--- config.mk ---
export PLATFORM = sky130hd
export DESIGN_NAME = prism_in_cond
export DESIGN_NICKNAME = d
export VERILOG_FILES = /design/src/rtl/prism_pkg.sv /design/src/rtl/prism_debounce.sv /design/src/rtl/prism_in_cond.sv
export SDC_FILE = /design/constraint.sdc
export NUM_CORES = 1
export LEC_CHECK = 0
export BUFFER_PORTS_ARGS = -buffer_cell sky130_fd_sc_hd__clkbuf_2
export CORE_UTILIZATION = 55
export DETAILED_ROUTE_END_ITERATION = 7
export GPL_TIMING_DRIVEN = 0
export MAX_ROUTING_LAYER = met4
export PLACE_DENSITY_LB_ADDON = 0.15
export SLEW_MARGIN = 20
export SYNTH_ARGS = -nofsm -noshare
export SYNTH_HDL_FRONTEND = slang
export SYNTH_SLANG_ARGS = --single-unit
--- constraint.sdc ---
create_clock -name clk -period 7.1 [get_ports clk]
set_clock_uncertainty 0.1 [all_clocks]
set_input_delay 2.13 -clock clk [delete_from_list [all_inputs] [get_ports clk]]
set_output_delay 2.13 -clock clk [all_outputs]
set_load 0.01 [all_outputs]
--- src/rtl/prism_pkg.sv ---
// Shared register map, field positions and event-word layout for the PRISM
// input conditioner.
package prism_pkg;

  localparam logic [5:0] ADDR_CTRL   = 6'h00;
  localparam logic [5:0] ADDR_EDGE   = 6'h04;
  localparam logic [5:0] ADDR_FIFO   = 6'h08;
  localparam logic [5:0] ADDR_STATUS = 6'h0C;
  localparam logic [5:0] ADDR_TS     = 6'h10;

  localparam int DEB_LEN_W      = 4;
  localparam int CTRL_EN_BIT    = 31;
  localparam int CTRL_FLUSH_BIT = 30;
  localparam int EDGE_FALL_LSB  = 8;
  localparam int ST_OVF_BIT     = 31;
  localparam int ST_DROP_BIT    = 30;

  typedef enum logic [1:0] {
    WR_32   = 2'b10,
    WR_NONE = 2'b11
  } wr_code_e;

  typedef struct packed {
    logic        valid;
    logic [7:0]  rsvd_hi;
    logic        rise;
    logic [2:0]  ch;
    logic [2:0]  rsvd_lo;
    logic [15:0] ts;
  } event_t;

  function automatic logic [31:0] make_event(input logic is_rise,
                                             input logic [2:0] chan,
                                             input logic [15:0] stamp);
    event_t ev;
    ev = '{valid: 1'b1, rsvd_hi: 8'h00, rise: is_rise, ch: chan,
           rsvd_lo: 3'h0, ts: stamp};
    return ev;
  endfunction

endpackage

--- src/rtl/prism_debounce.sv ---
// Single-channel debouncer: cond follows raw once raw has differed from it
// for deb_len+1 consecutive samples.
module prism_debounce
  import prism_pkg::*;
(
  input  logic                 clk,
  input  logic                 rst_n,
  input  logic                 raw,
  input  logic [DEB_LEN_W-1:0] deb_len,
  output logic                 cond
);

  logic [DEB_LEN_W-1:0] cnt_reg;

  // >= guards against deb_len being lowered while a count is in progress.
  always_ff @(posedge clk or negedge rst_n) begin
    if (!rst_n) begin
      cnt_reg <= '0;
      cond    <= 1'b0;
    end else if (raw == cond) begin
      cnt_reg <= '0;
    end else if (cnt_reg >= deb_len) begin
      cond    <= raw;
      cnt_reg <= '0;
    end else begin
      cnt_reg <= cnt_reg + DEB_LEN_W'(1);
    end
  end

endmodule

--- src/rtl/prism_in_cond.sv ---
// PRISM input conditioner: per-pin debounce, edge event logging with
// timestamps into a small FIFO, and a memory-mapped register window.
module prism_in_cond
  import prism_pkg::*;
#(
  parameter int NCH        = 7,
  parameter int FIFO_DEPTH = 4
) (
  input  logic           clk,
  input  logic           rst_n,
  input  logic [NCH-1:0] raw_in,
  input  logic [5:0]     address,
  input  logic [31:0]    data_in,
  input  logic [1:0]     data_write_n,
  input  logic [1:0]     data_read_n,
  output logic [31:0]    data_out,
  output logic           data_ready,
  output logic [NCH-1:0] cond_out,
  output logic           event_irq
);

  localparam int PW = $clog2(FIFO_DEPTH);
  localparam int CW = PW + 1;

  logic [DEB_LEN_W-1:0] deb_len_reg;
  logic                 en_reg;
  logic [NCH-1:0]       rise_mask_reg, fall_mask_reg;
  logic [NCH-1:0]       cond, cond_prev_reg, rise_det, fall_det, qual;
  logic [15:0]          ts_reg;
  logic [31:0]          mem [FIFO_DEPTH];
  logic [PW-1:0]        wr_ptr_reg, rd_ptr_reg;
  logic [CW-1:0]        count_reg;
  logic                 ovf_reg, drop_reg;
  logic                 wr, rd, flush, pop, full, push_ok, ovf_set, st_wr;
  logic                 ev_any, ev_multi, ev_rise;
  logic [2:0]           ev_ch;
  logic                 unused_data_bits;

  assign unused_data_bits = &{1'b0, data_in};

  for (genvar gi = 0; gi < NCH; gi++) begin : g_deb
    prism_debounce u_deb (
      .clk     (clk),
      .rst_n   (rst_n),
      .raw     (raw_in[gi]),
      .deb_len (deb_len_reg),
      .cond    (cond[gi])
    );
  end

  assign cond_out   = cond;
  assign data_ready = 1'b1;
  assign event_irq  = (count_reg != '0) | ovf_reg;

  assign wr    = (data_write_n == WR_32);
  assign rd    = (data_read_n != 2'b11);
  assign flush = wr && (address == ADDR_CTRL) && data_in[CTRL_FLUSH_BIT];
  assign st_wr = wr && (address == ADDR_STATUS);
  assign pop   = rd && (address == ADDR_FIFO) && (count_reg != '0);
  assign full  = (count_reg == CW'(FIFO_DEPTH));

  // Transitions are seen the cycle after the debouncer updates cond.
  assign rise_det = cond & ~cond_prev_reg;
  assign fall_det = ~cond & cond_prev_reg;
  assign qual     = {NCH{en_reg}} & ((rise_det & rise_mask_reg) | (fall_det & fall_mask_reg));

  always_comb begin
    ev_any   = 1'b0;
    ev_multi = 1'b0;
    ev_rise  = 1'b0;
    ev_ch    = 3'h0;
    for (int c = 0; c < NCH; c++) begin
      if (qual[c]) begin
        if (ev_any) begin
          ev_multi = 1'b1;
        end else begin
          ev_any  = 1'b1;
          ev_ch   = 3'(c);
          ev_rise = rise_det[c];
        end
      end
    end
  end

  // A pop frees the slot in the same edge, so a full FIFO can still accept.
  assign push_ok = ev_any && !flush && (!full || pop);
  assign ovf_set = ev_any && !flush && full && !pop;

  always_ff @(posedge clk or negedge rst_n) begin
    if (!rst_n) begin
      deb_len_reg   <= '0;
      en_reg        <= 1'b0;
      rise_mask_reg <= '0;
      fall_mask_reg <= '0;
    end else if (wr) begin
      if (address == ADDR_CTRL) begin
        deb_len_reg <= data_in[DEB_LEN_W-1:0];
        en_reg      <= data_in[CTRL_EN_BIT];
      end
      if (address == ADDR_EDGE) begin
        rise_mask_reg <= data_in[NCH-1:0];
        fall_mask_reg <= data_in[EDGE_FALL_LSB +: NCH];
      end
    end
  end

  always_ff @(posedge clk or negedge rst_n) begin
    if (!rst_n) begin
      cond_prev_reg <= '0;
      ts_reg        <= '0;
    end else begin
      cond_prev_reg <= cond;
      ts_reg        <= ts_reg + 16'd1;
    end
  end

  always_ff @(posedge clk or negedge rst_n) begin
    if (!rst_n) begin
      wr_ptr_reg <= '0;
      rd_ptr_reg <= '0;
      count_reg  <= '0;
    end else if (flush) begin
      wr_ptr_reg <= '0;
      rd_ptr_reg <= '0;
      count_reg  <= '0;
    end else begin
      if (push_ok) wr_ptr_reg <= wr_ptr_reg + PW'(1);
      if (pop)     rd_ptr_reg <= rd_ptr_reg + PW'(1);
      count_reg <= count_reg + CW'(push_ok) - CW'(pop);
    end
  end

  always_ff @(posedge clk) begin
    if (push_ok) mem[wr_ptr_reg] <= make_event(ev_rise, ev_ch, ts_reg);
  end

  // Sticky set takes priority over a software clear in the same cycle.
  always_ff @(posedge clk or negedge rst_n) begin
    if (!rst_n) begin
      ovf_reg  <= 1'b0;
      drop_reg <= 1'b0;
    end else begin
      if (ovf_set)                            ovf_reg <= 1'b1;
      else if (st_wr && data_in[ST_OVF_BIT])  ovf_reg <= 1'b0;
      if (ev_multi)                           drop_reg <= 1'b1;
      else if (st_wr && data_in[ST_DROP_BIT]) drop_reg <= 1'b0;
    end
  end

  always_comb begin
    data_out = '0;
    case (address)
      ADDR_CTRL: begin
        data_out[CTRL_EN_BIT]       = en_reg;
        data_out[DEB_LEN_W-1:0]     = deb_len_reg;
      end
      ADDR_EDGE: begin
        data_out[NCH-1:0]             = rise_mask_reg;
        data_out[EDGE_FALL_LSB +: NCH] = fall_mask_reg;
      end
      ADDR_FIFO: begin
        if (count_reg != '0) data_out = mem[rd_ptr_reg];
      end
      ADDR_STATUS: begin
        data_out[ST_OVF_BIT]  = ovf_reg;
        data_out[ST_DROP_BIT] = drop_reg;
        data_out[CW-1:0]      = count_reg;
      end
      ADDR_TS: data_out[15:0] = ts_reg;
      default: data_out = '0;
    endcase
  end

endmodule

==> results of run 1 <==
through the flow:
step	power (mW)	instances	setup WS, ns
after global routing	2.59	894	0.642
after global placement	1.54	860	0.368
final	2.48	894	0.753
after CTS	2.50	893	0.691
after detailed placement	1.57	861	0.741
after floorplan	1.44	616	1.45
cell type report:
class,count,area (sq um)
sequential,166,4550
inverter,40,150
timing repair buffer,66,349
clock buffer,18,439
buffer,30,193
multi-input combinational,380,3070
clock inverter,14,163
tap,180,225
fill,1071,4850
layer usage:
layer  up-vias  wire length (um)
met1      2562              6910
met2       158              8560
met4         0               358
met3        26               848
met5         -                 0
li1       2353                 -
cells in the final DEF, fill, tap and decap left out, types with 5 or more instances in the layout:
cell       synthesis  routed
dfrtp_1           86      86
edfxtp_1          80      80
clkbuf_2           0      63
nand2_1           51      51
ha_1              42      42
nor2_1            40      40
inv_1             40      40
mux2_2            25      25
xnor2_1           21      21
mux4_2            20      20
nand3_1           18      18
xor2_1            18      18
buf_4             18      18
clkbuf_16          0      17
a21oi_1           14      14
a22oi_1           13      13
o21ai_0           13      13
conb_1             2      11
nand2b_1           9       9
and2_1            11       8
o211ai_1           8       8
nand3b_1           8       8
a21o_1             7       7
clkbuf_1           6       6
inv_6              0       6
buf_2              4       5
and3b_1            5       5
cell families after synthesis:
family	after synthesis	share of synthesized area
simple gates	164	0.106
compound gates	75	0.0670
other cells	2	0.000948
mux	48	0.0964
flops	166	0.575
buf+inv	70	0.0433
xor+xnor	39	0.0431
fa+ha+maj	43	0.0689
path summary, 6_finish.rpt:
path                       cells after the start                   endpoint  slack, ns
max                                            8                data_out[1]       0.75
max in group asynchronous                      1        g_deb[3].u_deb.cond       4.76
min in group asynchronous                      1  g_deb[6].u_deb.cnt_reg[1]       1.65
min reg2reg                                    1  g_deb[1].u_deb.cnt_reg[0]       0.39
min                                            1  g_deb[1].u_deb.cnt_reg[0]       0.39
max reg2reg                                   13               count_reg[2]       3.64
critical path, delay by kind of cell:
kind,cells,cell delay [ns]
buffers and inverters,3,0.77
and+or+nand+nor,4,0.98
AOI/OAI and AO/OA,1,0.22
power breakdown:
part / total, mW / switching, mW / internal, mW / leakage, nW
Sequential: 1.14 / 0.0752 / 1.06 / 1.93
Combinational: 0.404 / 0.192 / 0.212 / 1.82
Clock: 0.936 / 0.399 / 0.537 / 0.290
Total: 2.48 / 0.666 / 1.81 / 4.04
==> impl_metrics.yaml, run 1 <==
cells_and_area:
  largest_reg_flops: 80
  area_growth_pct: 15.4
  drive_above_1_share: 0.249
  fin_util: 0.653
  stdcell_area_sq_um: 9140
  layout.nets: 795
  antenna_cells: 0
clock_network:
  cts_tree: "done"
  cts_sinks: 166
  cts-root-buf: "clkbuf_16"
  ctsHtreeMaxLevel: 4
  post_cts_buffers: 0
  clockBufferDepth: 2
  cts.reportedPaths.clkPinSlew_ns: 0.06
  holdBufCountCts: 0
  clk_latency_ns: 0.44
  cts_buffers: 17
  ctsResizeCount: 0
status:
  status: "complete, no violations"
sta:
  slew_viol_final: 0
  max_freq_mhz: 158
  finalCritPeriodShare: 0.894
  setup_viol: 0
  fin_crit_ns: 6.35
  tightest_slew_ns: 1.06
  final.setup.tns_ns: 0
  hold_slack_ns: 0.388
  rsz0062_at_grt: "false"
  hold_viol: 0
  relSlewSlack: 0.290
logic_synthesis:
  yosys_warnings: 0
  netlist_area_sq_um: 7920
  synth_edf_count: 80
  yosysMostFrequentCell: "dfrtp_1"
  synthCells: 607
  syn_avg_cell_area_sq_um: 13.0
  ys_seq_elements: 166
  synthTopCellsByArea: "edfxtp_1, dfrtp_1, ha_1"
  yosysSeqAreaShare: 0.575
  synthFlopType: "dfrtp_1"
  synth.distinct_cells: 55
  synth_top_area_cell: "edfxtp_1"
  yosysTopAreaCellShare: 0.303
  synth_commonest_cells: "dfrtp_1, edfxtp_1, nand2_1, ha_1"
  synthArstFlopShare: 0.518
routing:
  post_drt_wl_per_cell_um: 18.7
  ant_nets: 0
  num_vias: 5099
  drc: 0
  vias_per_cell: 5.70
  drtIter0Drc: 384
  drt_pass1_iterations: 6
  routed_wirelength_mm: 16.7
power:
  leakage_nw: 4.04
  ir_drop_mv: 0.199
  powerDensity_nw_per_um2: 271
placement:
  place_congestion: 0.874
  place_area_sq_um: 8520
  dpl.hpwl_mm: 11.5
  portBuffers: 64
worst_setup_path:
  r2r_start: "g_deb[5].u_deb.cond"
  cpMaxStageDelayCell: "clkbuf_1"
  critPathKind: "input pin to output port"
  setup.worst_path.end_class: "output port"
  startpoint: "address[5]"
  cp.required_ns: 4.87
  arrival_ns: 4.12
  cp_max_fo: 10
  slowest_delay_ns: 0.53
  cp-start-kind: "input pin"
  crit_chain: "clkbuf_2, nor4_1, nand2_1, nor2_1, clkbuf_1, a22oi_1, nand2_1, clkbuf_2"
min_path:
  min_from: "g_deb[1].u_deb.cnt_reg[0]"
  hold_path_class: "register to register"
grt:
  grtUsageTotal: 0.252
  global_route.usage.met1: 0.305
  met2_usage: 0.410
  grt_pass1_wl_mm: 26.2
  grt_pass1_vias: 5033
  grt_overflow_total: 0
  antenna_found_initial: 0
  grt_max_degree: 87
  top_usage_layer: "met2"
  grt.met3_usage: 0.0637
flow_run:
  drv_cap: 0
die:
  io_pins: 92
  start_util: 0.566
  rows: 43
  coreArea_sq_um: 14000
  dieArea_sq_um: 14900
  die_width_um: 122
  die-height_um: 122
Power figures use the tool's default switching activity.
==> run 2, diff against run 1 <==
--- a/config.mk
+++ b/config.mk
@@ -6,7 +6,7 @@
 export NUM_CORES = 1
 export LEC_CHECK = 0
 export BUFFER_PORTS_ARGS = -buffer_cell sky130_fd_sc_hd__clkbuf_2
-export CORE_UTILIZATION = 55
+export CORE_UTILIZATION = 26
 export DETAILED_ROUTE_END_ITERATION = 7
 export GPL_TIMING_DRIVEN = 0
 export MAX_ROUTING_LAYER = met4
==> impl_metrics.yaml, run 2 (same netlist as run 1, synthesis figures left out) <==
die:
  die-height_um: 177
  dieArea_sq_um: 31200
  coreArea_sq_um: 29800
  die_width_um: 177
  io_pins: 92
  start_util: 0.266
  rows: 63
power:
  leakage_nw: 4.02
  pwr-share-comb: 0.168
  internal-power_mw: 1.74
  sequentialPowerShare: 0.466
  power_frac_clock: 0.366
  powerDensity_nw_per_um2: 261
  swShare: 0.288
  ir_drop_mv: 0.149
  p_switching_mw: 0.706
routing:
  drtIter0Drc: 307
  drc: 0
  post_drt_wl_per_cell_um: 17.6
  ant_nets: 0
  vias_per_cell: 4.52
  drt_pass1_iterations: 6
  num_vias: 4995
  routed_wirelength_mm: 19.5
grt:
  met2_usage: 0.221
  grt_max_degree: 61
  grt.met3_usage: 0.0317
  global_route.usage.met1: 0.172
  grt_overflow_total: 0
  antenna_found_initial: 0
  grt_pass1_wl_mm: 30.3
  grtUsageTotal: 0.137
  grt_pass1_vias: 5159
  top_usage_layer: "met2"
placement:
  placed_cells: 1072
  place_congestion: 0.826
  dpl.hpwl_mm: 13.7
  portBuffers: 64
worst_setup_path:
  arrival_ns: 4.32
  slowest_delay_ns: 0.59
  crit_chain: "clkbuf_2, nor4_1, nand2_1, nor2_1, clkbuf_1, a22oi_1, nand2_1, clkbuf_2"
  regToRegSetupSlack_ns: 3.63
  critPathKind: "input pin to output port"
  cpMaxStageDelayCell: "clkbuf_1"
  setup.worst_path.end_class: "output port"
  cp.required_ns: 4.87
  cp_max_fo: 10
  cp-start-kind: "input pin"
clock_network:
  cts_tree: "done"
  holdBufCountCts: 0
  clk_latency_ns: 0.43
  cts.reportedPaths.clkPinSlew_ns: 0.07
  cts-root-buf: "clkbuf_16"
  ctsResizeCount: 0
  clockBufferDepth: 2
  cts_buffers: 17
  ctsHtreeMaxLevel: 4
  post_cts_buffers: 0
  cts_sinks: 166
cells_and_area:
  layout_commonest_cell: "dfrtp_1"
  fin_util: 0.315
  drive_above_1_share: 0.251
  antenna_cells: 0
  largest_reg_flops: 80
  fillers: 2996
  mostFrequentLayoutCells: "dfrtp_1, edfxtp_1, clkbuf_2"
  instances_no_fill: 1104
  layout.nets: 795
  seq_area_sq_um: 4550
  multi_input_area_sq_um: 3070
  area_growth_pct: 18.5
sta:
  hold_slack_ns: 0.388
  fin_crit_ns: 6.55
  max_freq_mhz: 153
  rsz0062_at_grt: "false"
  tightest_slew_ns: 1.07
  slew_viol_final: 0
  hold_viol: 0
  relSlewSlack: 0.282
  setup_viol: 0
  finalCritPeriodShare: 0.922
min_path:
  hold_path_class: "register to register"
status:
  status: "complete, no violations"
flow_run:
  drv_cap: 0
[run 2: worst max-delay path, delay by kind of cell]
| family | cells | cell delay, ns |
|---|---|---|
| buf+inv | 3 | 0.84 |
| simple gates | 4 | 1.11 |
| compound gates | 1 | 0.24 |
[run 2: final timing paths]
kind                                           start                   endpoint  depth (start not counted)
max                                       address[5]                data_out[0]                          8
min                        g_deb[3].u_deb.cnt_reg[0]  g_deb[3].u_deb.cnt_reg[0]                          1
max reg2reg                      g_deb[5].u_deb.cond               count_reg[2]                         13
min reg2reg                g_deb[3].u_deb.cnt_reg[0]  g_deb[3].u_deb.cnt_reg[0]                          1
max in group asynchronous                      rst_n        g_deb[0].u_deb.cond                          2
min in group asynchronous                      rst_n                  ts_reg[4]                          1
[run 2: final cells by class]
| class | count | area share |
|---|---|---|
| Sequential cell | 166 | 0.485 |
| Multi-Input combinational cell | 380 | 0.327 |
| Tap cell | 390 | 0.0520 |
| Clock buffer | 18 | 0.0457 |
| Timing Repair Buffer | 66 | 0.0385 |
| Buffer | 30 | 0.0205 |
| Inverter | 40 | 0.0160 |
| Clock inverter | 14 | 0.0152 |
[run 2: power by group through the flow]
stage / sequential (mW) / combinational [mW] / clock (mW)
after detailed placement: 1.16 / 0.422 / 0
after global placement: 1.16 / 0.409 / 0
after global routing: 1.15 / 0.463 / 0.961
after CTS: 1.14 / 0.422 / 0.920
final: 1.14 / 0.412 / 0.895
after floorplan: 1.13 / 0.312 / 0
[run 2: per-stage QoR]
stage / setup TNS, ns / setup WS, ns / cell area, sq um / power, mW
floorplan: 0 / 1.45 / 7960 / 1.44
global placement: -1.47 / -0.183 / 8760 / 1.57
detailed placement: 0 / 0.517 / 8820 / 1.58
CTS: 0 / 0.508 / 9390 / 2.48
global route: 0 / 0.368 / 9390 / 2.58
finish: 0 / 0.552 / 9390 / 2.45
[run 2: routing by layer]
metal / up-vias / wire [um]
li1: 2354 / -
met1: 2511 / 8940
met2: 113 / 9410
met3: 17 / 794
met4: 0 / 325
met5: - / 0
